`src/rtl/butterfly_row_buffer.sv`:
```
// butterfly_row_buffer
//
// Collects one 8-sample row (x0..x7) of signed, level-shifted pixels, then
// forms the four butterfly pairs x[i]+x[7-i] and x[i]-x[7-i] in a single
// cycle. The pairs are presented to a downstream 4-to-1 selector one index
// at a time under a valid/ready handshake.
//
// Ports
//   clk           system clock, all state updates on its rising edge
//   rst           asynchronous, active-high reset
//   in_valid      in_data carries a valid sample this cycle
//   in_data       signed sample, WIDTH bits, row order x0..x7
//   in_ready      block accepts a sample this cycle (LOAD only)
//   data_I_add_J  signed WIDTH+1 registered sum x[I]+x[J]
//   data_I_sub_J  signed WIDTH+1 registered difference x[I]-x[J]
//   sele          pair index for the downstream selector
//   out_valid     the pair addressed by sele is valid
//   out_ready     downstream consumed the current pair
//   row_done      one-cycle pulse after pair 3 is consumed
module butterfly_row_buffer #(
    parameter int WIDTH = 8
) (
    input  logic                    clk,
    input  logic                    rst,
    input  logic                    in_valid,
    input  logic signed [WIDTH-1:0] in_data,
    output logic                    in_ready,
    output logic signed [WIDTH:0]   data_0_add_7,
    output logic signed [WIDTH:0]   data_1_add_6,
    output logic signed [WIDTH:0]   data_2_add_5,
    output logic signed [WIDTH:0]   data_3_add_4,
    output logic signed [WIDTH:0]   data_0_sub_7,
    output logic signed [WIDTH:0]   data_1_sub_6,
    output logic signed [WIDTH:0]   data_2_sub_5,
    output logic signed [WIDTH:0]   data_3_sub_4,
    output logic [1:0]              sele,
    output logic                    out_valid,
    input  logic                    out_ready,
    output logic                    row_done
);

    typedef enum logic [1:0] {
        LOAD = 2'd0,
        CALC = 2'd1,
        OUT  = 2'd2
    } state_t;

    state_t                  state;
    state_t                  state_nxt;
    logic [2:0]              idx;
    logic signed [WIDTH-1:0] x_p0   [8];
    logic signed [WIDTH:0]   sum_p1 [4];
    logic signed [WIDTH:0]   dif_p1 [4];

    // Widen by one bit before add/subtract so every result is exact.
    function automatic logic signed [WIDTH:0] sext(input logic signed [WIDTH-1:0] v);
        return {v[WIDTH-1], v};
    endfunction

    always_ff @(posedge clk or posedge rst) begin
        if (rst) begin
            state <= LOAD;
        end else begin
            state <= state_nxt;
        end
    end

    always_comb begin
        state_nxt = state;
        in_ready  = 1'b0;
        out_valid = 1'b0;
        case (state)
            LOAD: begin
                in_ready = 1'b1;
                if (in_valid && (idx == 3'd7)) begin
                    state_nxt = CALC;
                end
            end
            CALC: begin
                state_nxt = OUT;
            end
            OUT: begin
                out_valid = 1'b1;
                if (out_ready && (sele == 2'd3)) begin
                    state_nxt = LOAD;
                end
            end
            default: begin
                state_nxt = LOAD;
            end
        endcase
    end

    // Stage p0: sample capture. idx wraps 7 -> 0 on its own, which is
    // exactly the restart point for the next row.
    always_ff @(posedge clk or posedge rst) begin
        if (rst) begin
            idx <= 3'd0;
            for (int i = 0; i < 8; i++) begin
                x_p0[i] <= '0;
            end
        end else if ((state == LOAD) && in_valid) begin
            x_p0[idx] <= in_data;
            idx       <= idx + 3'd1;
        end
    end

    // Stage p1: butterfly registers, loaded only on the CALC edge and held
    // through OUT and the following LOAD.
    always_ff @(posedge clk or posedge rst) begin
        if (rst) begin
            for (int i = 0; i < 4; i++) begin
                sum_p1[i] <= '0;
                dif_p1[i] <= '0;
            end
        end else if (state == CALC) begin
            for (int i = 0; i < 4; i++) begin
                sum_p1[i] <= sext(x_p0[i]) + sext(x_p0[7-i]);
                dif_p1[i] <= sext(x_p0[i]) - sext(x_p0[7-i]);
            end
        end
    end

    // Pair index and end-of-row pulse. sele wraps 3 -> 0 when the last pair
    // is taken, leaving it at 0 for the next row.
    always_ff @(posedge clk or posedge rst) begin
        if (rst) begin
            sele     <= 2'd0;
            row_done <= 1'b0;
        end else begin
            row_done <= (state == OUT) && out_ready && (sele == 2'd3);
            if (state == CALC) begin
                sele <= 2'd0;
            end else if ((state == OUT) && out_ready) begin
                sele <= sele + 2'd1;
            end
        end
    end

    assign data_0_add_7 = sum_p1[0];
    assign data_1_add_6 = sum_p1[1];
    assign data_2_add_5 = sum_p1[2];
    assign data_3_add_4 = sum_p1[3];
    assign data_0_sub_7 = dif_p1[0];
    assign data_1_sub_6 = dif_p1[1];
    assign data_2_sub_5 = dif_p1[2];
    assign data_3_sub_4 = dif_p1[3];

endmodule
```
`config.mk`:
```
export PLATFORM = sky130hd
export DESIGN_NAME = butterfly_row_buffer
export DESIGN_NICKNAME = d
export VERILOG_FILES = /design/src/rtl/butterfly_row_buffer.sv
export SDC_FILE = /design/constraint.sdc
export NUM_CORES = 1
export LEC_CHECK = 0
export CAP_MARGIN = 20
export CORE_MARGIN = 5
export CORE_UTILIZATION = 50
export DETAILED_ROUTE_END_ITERATION = 7
export PLACE_DENSITY = 0.72
export SETUP_SLACK_MARGIN = 0.4
export SLEW_MARGIN = 20
export SYNTH_ARGS = -nofsm -noshare
export SYNTH_HDL_FRONTEND = slang
export SYNTH_SLANG_ARGS = --single-unit
```
`constraint.sdc`:
```
create_clock -name clk -period 12.6 [get_ports clk]
set_input_delay 2.52 -clock clk [delete_from_list [all_inputs] [get_ports clk]]
set_output_delay 2.52 -clock clk [all_outputs]
set_load 0.01 [all_outputs]
```
==> impl_metrics.yaml, run 1 <==
yosys:
  synthSimpleGateAreaFrac: 0.127
  synth_mux_area_frac: 0.103
  yosysSeqAreaShare: 0.430
  avgSynthCellArea_um2: 10.3
  async_flop_share: 1.00
  synth_most_common_cell: "dfrtp_1"
  synth_common_cells: "dfrtp_1 (140), inv_1 (70), nand2_1 (70), ha_1 (67), mux2_2 (50)"
  synth-compound-area-share: 0.141
  synth_top_family_by_area: "compound AO/OA/AOI/OAI gates"
  synth_top_area_frac: 0.430
  syn-cell-area_mm2: 0.00815
  synth-xor-area-share: 0.0183
  synthCells: 788
  synth_seq_cells: 140
  synth_area_leaders: "dfrtp_1 (43%), ha_1 (10%), mux2_2 (6.9%)"
  yosys.area.top_type: "dfrtp_1"
  synth_edf_count: 0
  yosysWarnings: 0
  synth_fa_ha_area_frac: 0.122
  synth_ff_type: "dfrtp_1"
  synth_nets: 875
  ys_types: 50
floorplan:
  die-area_mm2: 0.0190
  start_util: 0.511
  die_h_um: 138
  row_count: 46
  die-width_um: 138
  num_io_pins: 89
  core-area_mm2: 0.0159
final_layout:
  multi_input_area_mm2: 0.00419
  syn2layout_area_growth_pct: 19.3
  num-nets-final: 948
  fillerInstances: 1343
  fin_cells: 1090
  drive_above_1_share: 0.129
  antennaDiodeCount: 0
  ff_latch_area_mm2: 0.00350
placed_design:
  place_congestion: 0.837
  io_buffers: 88
  dpl.cell_count: 1058
  place_hpwl_mm: 11.8
clock_tree:
  cts_resized: 0
  cts_buffers: 17
  cts_sinks: 140
  clockBufferDepth: 2
  cts_tree: "done"
  cts_root_buffer: "clkbuf_16"
  cts_hold_buf: 0
  htree_levels: 4
  post_cts_buffers: 0
  clk_pin_slew_worst_paths_ps: 60
  clock_latency_ps: 420
power_and_ir_drop:
  power_leakage_nw: 4.49
  ir_drop_mv: 0.143
  power_density_mw_per_mm2: 298
timing:
  setup_viol_count_final: 0
  skew_ps: 6.59
  drv_slew: 0
  period_share: 0.337
  relSlewSlack: 0.451
  clock.fmax_mhz: 236
  hold_viol: 0
  min_period_ps: 4240
  fin_tns_setup_ps: 0
  rsz0062_at_grt: "no"
  tightestPinTransition_ps: 824
route:
  wl_per_cell_um: 15.4
  remaining_drc_errors: 0
  routed_via_density: 5.27
  dr.pass1.iters: 5
  drt_iter0_markers: 291
  via_count: 5740
  wl_mm: 16.7
  ant_nets: 0
grt:
  first_global_vias: 5659
  antenna_found_initial: 0
  grt_max_degree: 75
  grt_usage: 0.188
  grt_pass1_wl_mm: 28.3
  overflow: 0
worst_setup_path:
  path_buf_inv: 1
  path_delay_family: "buffers and inverters"
  cpPeakStageDelay_ps: 570
  r2r_end: "data_2_add_5[7]$_DFFE_PP0P_"
  worstPathCellList: "nor2b_1 -> clkdlybuf4s50_1"
  r2r-start: "state[1]$_DFFE_PP0P_"
  worstPathArrival_ps: 1720
  end_kind: "primary output"
  reg2reg_depth: 5
  regToRegSetupSlack_ps: 10310
  critical_path.slowest_cell: "clkdlybuf4s50_1"
  criticalPathCategory: "flip-flop to primary output"
  required_ps: 10080
  critical_path.max_fanout: 9
  crit_path_start_kind: "flip-flop"
run_status:
  status: "finished clean"
hold_path:
  holdPathEnd: "data_2_add_5[1]$_DFFE_PP0P_"
  min_from: "data_2_add_5[1]$_DFFE_PP0P_"
  hold_path_class: "flip-flop to flip-flop"
  hold_depth: 2
flow_run:
  cap_violations: 0
layout by cell type (no fill, tap or decap), types with 11 or more instances in the layout:
cell             netlist  layout
mux2_4                16      16
clkdlybuf4s50_1        0      88
nor3_1                19      19
nand2b_1              27      26
nor2_1                31      31
a21oi_1               43      43
inv_1                 70      69
o31ai_1               23      23
and3_1                15      15
o21a_1                12      12
clkbuf_16              0      17
ha_1                  67      67
mux2_2                50      50
o21ai_0               36      36
dfrtp_1              140     140
nor3b_1               11      11
o31a_1                11      11
nand2_1               70      70
cells by family (layout without fill, tap and decap cells):
group,after synthesis,after routing
muxes,70,70
DFF,140,140
AOI/OAI and AO/OA,177,177
and+or+nand+nor,203,203
adders and majority gates,75,75
buffers and inverters,106,192
xor gates and xnor gates,17,17
flip-flops by register name (all words and copies together) (netlist names):
| signal | count |
|---|---|
| row_done | 1 |
| sele | 2 |
| data_1_add_6 | 8 |
| idx | 3 |
| data_0_add_7 | 8 |
| data_0_sub_7 | 9 |
| x_p0 | 64 |
| data_3_sub_4 | 9 |
| state | 2 |
| data_3_add_4 | 8 |
| data_1_sub_6 | 9 |
| data_2_sub_5 | 9 |
| data_2_add_5 | 8 |
layout make-up:
class,count,share of cell area
repair buffers,90,0.0921
flip-flops and latches,140,0.360
inverters,70,0.0275
clock buffers,18,0.0451
well taps,216,0.0278
multi-input cells,542,0.430
clock inverters,14,0.0175
per-layer routing:
metal  GRT usage  share of wire  vias up
met2       0.300           0.46       83
met5           0              0        -
met3      0.0314          0.030       26
li1            -              -     2878
met4      0.0670          0.018        0
met1       0.260           0.49     2753
worst register-to-register path, stage by stage, from the launching register on:
cell      delay [ps]
dfrtp_1          480
nand2b_4         580
buf_4            630
nor3_1           160
a221oi_1         240
nand2_1           80
power breakdown:
part           switching [mW]  total, mW  internal (mW)
Combinational           0.782       1.56          0.778
Clock                   0.198      0.514          0.316
Sequential              0.173      0.830          0.657
Total                    1.15       2.90           1.75
worst max path at each step:
stage / slack [ps] / cells after the start / endpoint / start
floorplan: 6330 / 1 / data_0_add_7[1]$_DFFE_PP0P_ / rst
global placement: 8190 / 3 / x_p0[17]$_DFFE_PP0P_ / rst
detailed placement: 8150 / 3 / x_p0[17]$_DFFE_PP0P_ / rst
CTS: 8330 / 2 / out_valid / state[0]$_DFFE_PP0P_
global route: 8220 / 2 / out_valid / state[0]$_DFFE_PP0P_
finish: 8360 / 2 / out_valid / state[0]$_DFFE_PP0P_
per-stage QoR:
stage | hold slack (ps) | area [um^2] | power, mW | setup WS (ps) | utilization
after floorplan | 506 | 8150 | 1.92 | 6330 | -
after global placement | 460 | 9120 | 2.36 | 8190 | 0.572
after detailed placement | 462 | 9120 | 2.39 | 8150 | 0.572
after CTS | 477 | 9730 | 2.93 | 8330 | 0.610
after global routing | 502 | 9730 | 3.16 | 8220 | 0.610
final | 470 | 9730 | 2.90 | 8360 | 0.610
No activity file was read; power rests on OpenSTA's default activity.
==> run 2, diff against run 1 <==
- clock period: 12.6 -> 4.1 ns (I/O delays scaled with it)
==> impl_metrics.yaml, run 2 (same netlist as run 1, synthesis figures left out) <==
clock_tree:
  clockBufferDepth: 2
  htree_levels: 4
  cts_resized: 0
  cts_buffers: 17
  cts_root_buffer: "clkbuf_16"
  clock_latency_ps: 420
  clk_pin_slew_worst_paths_ps: 60
  cts_tree: "done"
  post_cts_buffers: 0
  cts_sinks: 140
  cts_hold_buf: 0
power_and_ir_drop:
  pwr-share-clk: 0.184
  power_density_mw_per_mm2: 920
  ir_drop_mv: 0.404
  power_mw: 9.03
  intPower_mw: 5.48
  swShare: 0.393
  seq_power_share: 0.282
  power_leakage_nw: 4.53
  switchingPower_mw: 3.55
  p_comb_frac: 0.534
floorplan:
  die-area_mm2: 0.0190
  die_h_um: 138
  core-area_mm2: 0.0159
  num_io_pins: 89
  row_count: 46
  die-width_um: 138
  start_util: 0.511
timing:
  rsz0062_at_grt: "no"
  clock.fmax_mhz: 390
  setup_viol_count_final: 0
  skew_ps: 9.24
  period_share: 0.625
  min_period_ps: 2560
  hold_viol: 0
  relSlewSlack: 0.402
  drv_slew: 0
  fin_tns_setup_ps: 0
  tightestPinTransition_ps: 897
grt:
  grt_usage: 0.188
  overflow: 0
  first_global_vias: 5489
  grt_pass1_wl_mm: 28.1
  antenna_found_initial: 0
  grt_max_degree: 92
route:
  via_count: 5780
  ant_nets: 0
  drt_iter0_markers: 302
  routed_via_density: 5.29
  dr.pass1.iters: 4
  wl_mm: 17.0
  remaining_drc_errors: 0
  wl_per_cell_um: 15.5
placed_design:
  place_congestion: 0.817
  place_hpwl_mm: 11.9
  io_buffers: 88
worst_setup_path:
  worstPathCellList: "nor2b_1 -> clkdlybuf4s50_1"
  critical_path.max_fanout: 9
  criticalPathCategory: "flip-flop to primary output"
  required_ps: 3280
  cpPeakStageDelay_ps: 570
  critical_path.slowest_cell: "clkdlybuf4s50_1"
  reg2reg_depth: 7
  crit_path_start_kind: "flip-flop"
  worstPathArrival_ps: 1740
  end_kind: "primary output"
final_layout:
  antennaDiodeCount: 0
  layout_commonest_cell: "dfrtp_1"
  top_register: "x_p0"
  largest_reg_flops: 64
  drive_above_1_share: 0.130
  num-nets-final: 951
  syn2layout_area_growth_pct: 20.4
  layout_common_cells: "dfrtp_1 (140), clkdlybuf4s50_1 (88), nand2_1 (70)"
hold_path:
  hold_depth: 1
  hold_path_class: "flip-flop to flip-flop"
flow_run:
  cap_violations: 0
run_status:
  status: "finished clean"
-- run 2: per-layer routing --
layer	GRT usage	part of all wire	vias up	wire length [um]
met5	0	0	-	0
met4	0.0659	0.013	0	213
met3	0.0376	0.044	18	739
met2	0.287	0.45	100	7670
met1	0.266	0.49	2765	8340
li1	-	-	2897	-
-- run 2: power by group through the flow --
stage	combinational, mW	clock [mW]	sequential, mW
after floorplan	3.33	0	2.58
after global placement	4.71	0	2.55
after detailed placement	4.79	0	2.57
after CTS	4.84	1.68	2.55
after global routing	5.38	1.75	2.64
final	4.82	1.66	2.55
-- run 2: cell type report --
cell class,count,area [um^2]
Fill cell,1328,6120
Multi-Input combinational cell,542,4190
Sequential cell,140,3500
Timing Repair Buffer,93,956
Clock buffer,22,474
Tap cell,216,270
Inverter,70,267
Clock inverter,10,163
-- run 2: path summary, 6_finish.rpt --
path / start / end / slack, ps
max in group asynchronous: rst / x_p0[7]$_DFFE_PP0P_ / 2840
setup reg to reg: x_p0[16]$_DFFE_PP0P_ / data_2_add_5[6]$_DFFE_PP0P_ / 1860
min in group asynchronous: rst / data_2_sub_5[0]$_DFFE_PP0P_ / 690
hold / removal: data_1_sub_6[4]$_DFFE_PP0P_ / data_1_sub_6[4]$_DFFE_PP0P_ / 470
hold reg to reg: data_1_sub_6[4]$_DFFE_PP0P_ / data_1_sub_6[4]$_DFFE_PP0P_ / 470
setup / recovery: state[0]$_DFFE_PP0P_ / out_valid / 1540
-- run 2: critical path, delay by kind of cell (launching register included) --
family,cells,cell delay (ps)
and+or+nand+nor,1,250
buffers and inverters,1,570
DFF,1,500
-- run 2: metrics by stage --
stage | setup slack (ps) | std cells | instance area (um^2) | utilization | hold slack, ps
global placement | 1640 | 1060 | 9160 | 0.575 | 459
CTS | 1520 | 1092 | 9800 | 0.615 | 477
detailed placement | 1610 | 1060 | 9160 | 0.575 | 465
floorplan | 1530 | 788 | 8160 | - | 506
finish | 1540 | 1093 | 9820 | 0.616 | 469
global route | 1430 | 1093 | 9820 | 0.616 | 492
